<file path="config.mk">
export PLATFORM = sky130hd
export DESIGN_NAME = tx_symbol_sequencer
export DESIGN_NICKNAME = d
export VERILOG_FILES = /design/src/rtl/tx_symbol_sequencer.sv
export SDC_FILE = /design/constraint.sdc
export NUM_CORES = 1
export LEC_CHECK = 0
export CORE_ASPECT_RATIO = 1.75
export CORE_MARGIN = 2
export CORE_UTILIZATION = 40
export CTS_CLUSTER_SIZE = 40
export DETAILED_ROUTE_END_ITERATION = 8
export GPL_TIMING_DRIVEN = 0
export HOLD_SLACK_MARGIN = 0.03
export SLEW_MARGIN = 20
export SYNTH_ARGS = -nofsm -noshare
export SYNTH_HDL_FRONTEND = slang
export SYNTH_SLANG_ARGS = --single-unit
</file>
<file path="constraint.sdc">
create_clock -name clk -period 2.7 [get_ports clk]
set_clock_uncertainty 0.2 [all_clocks]
set_input_delay 0.54 -clock clk [delete_from_list [all_inputs] [get_ports clk]]
set_output_delay 0.54 -clock clk [all_outputs]
set_load 0.01 [all_outputs]
</file>
<file path="src/rtl/tx_symbol_sequencer.sv">
// TX framing scheduler: selects one symbol per enabled cycle (packet framing, SKP/FTS ordered sets, IDLE).
// Optional FTS ordered-set support is compiled in when TX_SEQ_FTS_EN is defined.
module tx_symbol_sequencer #(
  parameter int unsigned SKP_INTERVAL = 1180,
  parameter int unsigned SKP_COUNT    = 3,
  parameter int unsigned FTS_COUNT    = 4,
  parameter int unsigned CNT_W        = 11
) (
  input  logic       clk,
  input  logic       rst,
  input  logic       enb,
  input  logic       pkt_valid,
  input  logic       pkt_is_dllp,
  input  logic       pkt_last,
  input  logic       pkt_abort,
  output logic       pkt_ready,
  input  logic       fts_req,
  output logic       fts_done,
  output logic [3:0] control_dk,
  output logic       skp_pending,
  output logic       seq_busy
);

  localparam logic [3:0] S_IDLE    = 4'd0;
  localparam logic [3:0] S_SKP_COM = 4'd1;
  localparam logic [3:0] S_SKP     = 4'd2;
  localparam logic [3:0] S_START   = 4'd3;
  localparam logic [3:0] S_DATA    = 4'd4;
  localparam logic [3:0] S_END     = 4'd5;
  localparam logic [3:0] S_EDB     = 4'd6;
`ifdef TX_SEQ_FTS_EN
  localparam logic [3:0] S_FTS_COM = 4'd7;
  localparam logic [3:0] S_FTS     = 4'd8;
  localparam logic [3:0] DK_FTS    = 4'd7;
  localparam logic [2:0] FTS_LAST  = 3'(FTS_COUNT - 1);
`endif

  localparam logic [3:0] DK_DATA = 4'd0;
  localparam logic [3:0] DK_COM  = 4'd1;
  localparam logic [3:0] DK_SKP  = 4'd2;
  localparam logic [3:0] DK_STP  = 4'd3;
  localparam logic [3:0] DK_SDP  = 4'd4;
  localparam logic [3:0] DK_END  = 4'd5;
  localparam logic [3:0] DK_EDB  = 4'd6;
  localparam logic [3:0] DK_IDLE = 4'd8;

  localparam logic [2:0]       SKP_LAST = 3'(SKP_COUNT - 1);
  localparam logic [CNT_W-1:0] SKP_MAX  = CNT_W'(SKP_INTERVAL - 1);

  logic [3:0]       state, state_n;
  logic [2:0]       sym_cnt, sym_n;
  logic             is_dllp, dllp_n;
  logic [CNT_W-1:0] skp_cnt, skp_cnt_n;
  logic             pend_n;
  logic [3:0]       dk_n;
  logic             decide;

  assign pkt_ready = enb && (state == S_DATA);
  assign seq_busy  = (state != S_IDLE);

  always_comb begin
    state_n = state;
    sym_n   = sym_cnt;
    dllp_n  = is_dllp;
    decide  = 1'b0;
    case (state)
      S_IDLE, S_END, S_EDB: decide = 1'b1;
      S_SKP_COM: begin
        state_n = S_SKP;
        sym_n   = '0;
      end
      S_SKP: begin
        if (sym_cnt == SKP_LAST) decide = 1'b1;
        else sym_n = sym_cnt + 3'd1;
      end
      S_START: state_n = S_DATA;
      S_DATA: begin
        // Abort and underrun both nullify; abort wins over last.
        if (!pkt_valid || pkt_abort) state_n = S_EDB;
        else if (pkt_last)           state_n = S_END;
      end
`ifdef TX_SEQ_FTS_EN
      S_FTS_COM: begin
        state_n = S_FTS;
        sym_n   = '0;
      end
      S_FTS: begin
        if (sym_cnt == FTS_LAST) decide = 1'b1;
        else sym_n = sym_cnt + 3'd1;
      end
`endif
      default: state_n = S_IDLE;
    endcase

    if (decide) begin
      if (skp_pending) state_n = S_SKP_COM;
`ifdef TX_SEQ_FTS_EN
      else if (fts_req) state_n = S_FTS_COM;
`endif
      else if (pkt_valid) begin
        state_n = S_START;
        dllp_n  = pkt_is_dllp;
      end
      else state_n = S_IDLE;
    end
  end

  always_comb begin
    dk_n = DK_IDLE;
    case (state_n)
      S_SKP_COM: dk_n = DK_COM;
      S_SKP:     dk_n = DK_SKP;
      S_START:   dk_n = dllp_n ? DK_SDP : DK_STP;
      S_DATA:    dk_n = DK_DATA;
      S_END:     dk_n = DK_END;
      S_EDB:     dk_n = DK_EDB;
`ifdef TX_SEQ_FTS_EN
      S_FTS_COM: dk_n = DK_COM;
      S_FTS:     dk_n = DK_FTS;
`endif
      default:   dk_n = DK_IDLE;
    endcase
  end

  // Timer saturates at SKP_MAX; pending rises on the edge the count reaches it.
  always_comb begin
    if (state_n == S_SKP_COM) begin
      skp_cnt_n = '0;
      pend_n    = 1'b0;
    end else begin
      skp_cnt_n = (skp_cnt == SKP_MAX) ? skp_cnt : skp_cnt + CNT_W'(1);
      pend_n    = skp_pending || (skp_cnt_n == SKP_MAX);
    end
  end

  always_ff @(posedge clk) begin
    if (rst) begin
      state       <= S_IDLE;
      control_dk  <= DK_IDLE;
      sym_cnt     <= '0;
      is_dllp     <= 1'b0;
      skp_cnt     <= '0;
      skp_pending <= 1'b0;
    end else if (enb) begin
      state       <= state_n;
      control_dk  <= dk_n;
      sym_cnt     <= sym_n;
      is_dllp     <= dllp_n;
      skp_cnt     <= skp_cnt_n;
      skp_pending <= pend_n;
    end
  end

`ifdef TX_SEQ_FTS_EN
  always_ff @(posedge clk) begin
    if (rst)      fts_done <= 1'b0;
    else if (enb) fts_done <= (state_n == S_FTS) && (sym_n == FTS_LAST);
  end
`else
  logic unused_fts;
  assign unused_fts = fts_req | (FTS_COUNT == 0);
  assign fts_done   = 1'b0;
`endif

endmodule

</file>
==> flow_summary.ini <==
[outcome]
status = finished, final reports clean

[clocking]
numCtsBuffers = 3
cts_root_buf = clkbuf_8
clk_pin_slew_ns = 0.09
cts_hold_buf = 0
numClockSinks = 23
cts_tree = built
clk_latency_ns = 0.27
clock_path_buffers = 2
htreeDepth = 1

[grt]
antenna_found_initial = 0
grt_pass1_vias = 1478
grt-ovfl-total = 0
grt_max_degree = 14
globalRouteTotalUtil = 0.204
grt_pass1_wl_mm = 6.71

[yosys]
syn_area_sq_um = 1500
ys_ff_latch = 23
synth_ff_type = dfxtp_1
synth_cells = 196
synth-seq-area-share = 0.306
ys_warn_count = 0
synth-edff-count = 0
synthesis.nets = 207
ys_types = 52
synthArstFlopShare = 0
synth.avg_cell_area_sq_um = 7.67

[detailed_routing]
first_pass_iters = 4
drt_wl_total_mm = 4.04
drc = 0
drt_iter0_drc = 40
wl_per_cell_microns = 15.6
ant_nets = 0
vias = 1469
viasPerCell = 5.67

[sta]
setup_violations = 0
maxSlewHeadroom = 0.581
drv_slew = 0
fin_crit_sh = 0.974
holdWs_ns = 0.317
worst_slew_pin_slew_ns = 0.627
clock.fmax_mhz = 380
min_period_ns = 2.63
rsz0062_at_grt = no
hold_viol_final = 0

[setup_path]
cp-end-kind = output pin
worstSetupPathType = flop to output pin
crit_fanout = 7
worstSetupStartpointType = flop
r2r_setup_slack_ns = 0.39
critPathArrivalTime_ns = 1.89
worstPathRequired_ns = 1.96

[min_path]
hold_path.class = flop to flop

[placed_design]
dpl.hpwl_mm = 3.10
gp_congestion = 0.831
placed_cells = 255
io_buffers = 13

[finish]
layout_common_cells = 26 x nor2_1, 25 x nand2_1, 22 x dfxtp_1
drive_above_1_share = 0.0892
fillers = 384
final_cells = 259
n_antenna_cell = 0
layout_commonest_cell = nor2_1
syn2layout_area_growth_pct = 15.7
fin_nets = 225

[floorplan]
initial_core_util = 0.414
fp.dieW_microns = 50.3
num_rows = 29
io_pins = 16
core_sq_um = 3630
dieArea_sq_um = 4280
die_h_microns = 85.1

[power_and_ir_drop]
peakVddDrop_mv = 0.316
power_density_nw_per_um2 = 444
leakage_nw = 0.663

[flow_run]
maxCapViolCount = 0
[worst paths after layout]
kind,from,to,depth (start not counted)
setup / recovery,state[3]$_SDFFE_PP0P_,pkt_ready,3
hold / removal,control_dk[0]$_SDFFE_PP0P_,control_dk[0]$_SDFFE_PP0P_,2
setup reg to reg,sym_cnt[0]$_SDFFE_PP0P_,skp_cnt[8]$_SDFFE_PP0P_,7
hold reg to reg,control_dk[0]$_SDFFE_PP0P_,control_dk[0]$_SDFFE_PP0P_,2
[registers in the layout (all words and copies together), names as in the netlist]
register     cells
state            4
skp_pending      1
sym_cnt          3
skp_cnt         11
control_dk       4
[cells in the mapped netlist, types with 3 or more instances]
| master | n | area, sq um |
|---|---|---|
| nor2_1 | 26 | 97.6 |
| nand2_1 | 25 | 93.8 |
| dfxtp_1 | 23 | 460 |
| a21oi_1 | 9 | 45.0 |
| inv_1 | 9 | 33.8 |
| o21ai_0 | 8 | 40.0 |
| nor2b_1 | 6 | 37.5 |
| o211ai_1 | 5 | 37.5 |
| a211oi_1 | 4 | 30.0 |
| a31oi_1 | 4 | 25.0 |
| nand2b_1 | 4 | 25.0 |
| nand3_1 | 4 | 20.0 |
| a22oi_1 | 3 | 22.5 |
| buf_2 | 3 | 15.0 |
| buf_4 | 3 | 22.5 |
| clkbuf_1 | 3 | 11.3 |
| ha_1 | 3 | 37.5 |
| mux2i_1 | 3 | 30.0 |
| nor3b_1 | 3 | 22.5 |
| nor4_1 | 3 | 18.8 |
| xor2_1 | 3 | 26.3 |
[critical path, cell delays in order, from the launching register on]
cell             delay (ns)
dfxtp_1                0.38
or4b_4                 0.59
nor2_1                 0.11
clkdlybuf4s50_1        0.53
[stage by stage]
step	setup TNS, ns	power, mW	setup WS, ns	instance area [sq um]	util
final	0	0.772	0.0705	1740	0.479
after global routing	0	0.814	0.0122	1740	0.479
after CTS	0	0.782	0.00996	1740	0.479
after detailed placement	-0.0193	0.557	-0.00993	1690	0.466
after global placement	-0.0483	0.554	-0.0258	1690	0.466
after floorplan	0	0.495	0.743	1500	-
[per-layer routing]
| metal | GRT usage | vias to the layer above | share of wire |
|---|---|---|---|
| li1 | - | 740 | - |
| met1 | 0.200 | 694 | 0.39 |
| met2 | 0.392 | 24 | 0.56 |
| met3 | 0.0211 | 11 | 0.018 |
| met4 | 0.120 | 0 | 0.039 |
| met5 | 0 | - | 0 |
[final cells by class]
class | instances | area, sq um | share of cell area
Sequential cell | 23 | 462 | 0.266
Clock buffer | 3 | 41.3 | 0.0238
Tap cell | 46 | 57.6 | 0.0331
Multi-Input combinational cell | 154 | 948 | 0.546
Clock inverter | 1 | 5.00 | 0.00288
Buffer | 10 | 60.1 | 0.0346
Timing Repair Buffer | 13 | 130 | 0.0749
Inverter | 9 | 33.8 | 0.0194
[kinds of logic (layout without fill, tap and decap cells)]
kind of cell    count (synthesis)  count (layout)  synth area share
mux                             3               3            0.0200
xor+xnor                        4               4            0.0233
simple gates                   90              90             0.309
flops                          23              23             0.306
buf+inv                        19              36            0.0624
other cells                     1               1           0.00250
compound gates                 53              53             0.251
fa+ha+maj                       3               3            0.0250
[power breakdown]
part	internal, mW	switching, mW
sequential	0.357	0.0180
clock	0.103	0.119
combinational	0.0733	0.101
[timing repair]
item                                    in CTS  in global routing
buffers inserted                             0                  0
endpoints found under the setup margin       0                  1
endpoints found under the hold margin        0                  0
gates resized for setup                      0                  2
No activity file was read; power rests on OpenSTA's default activity.
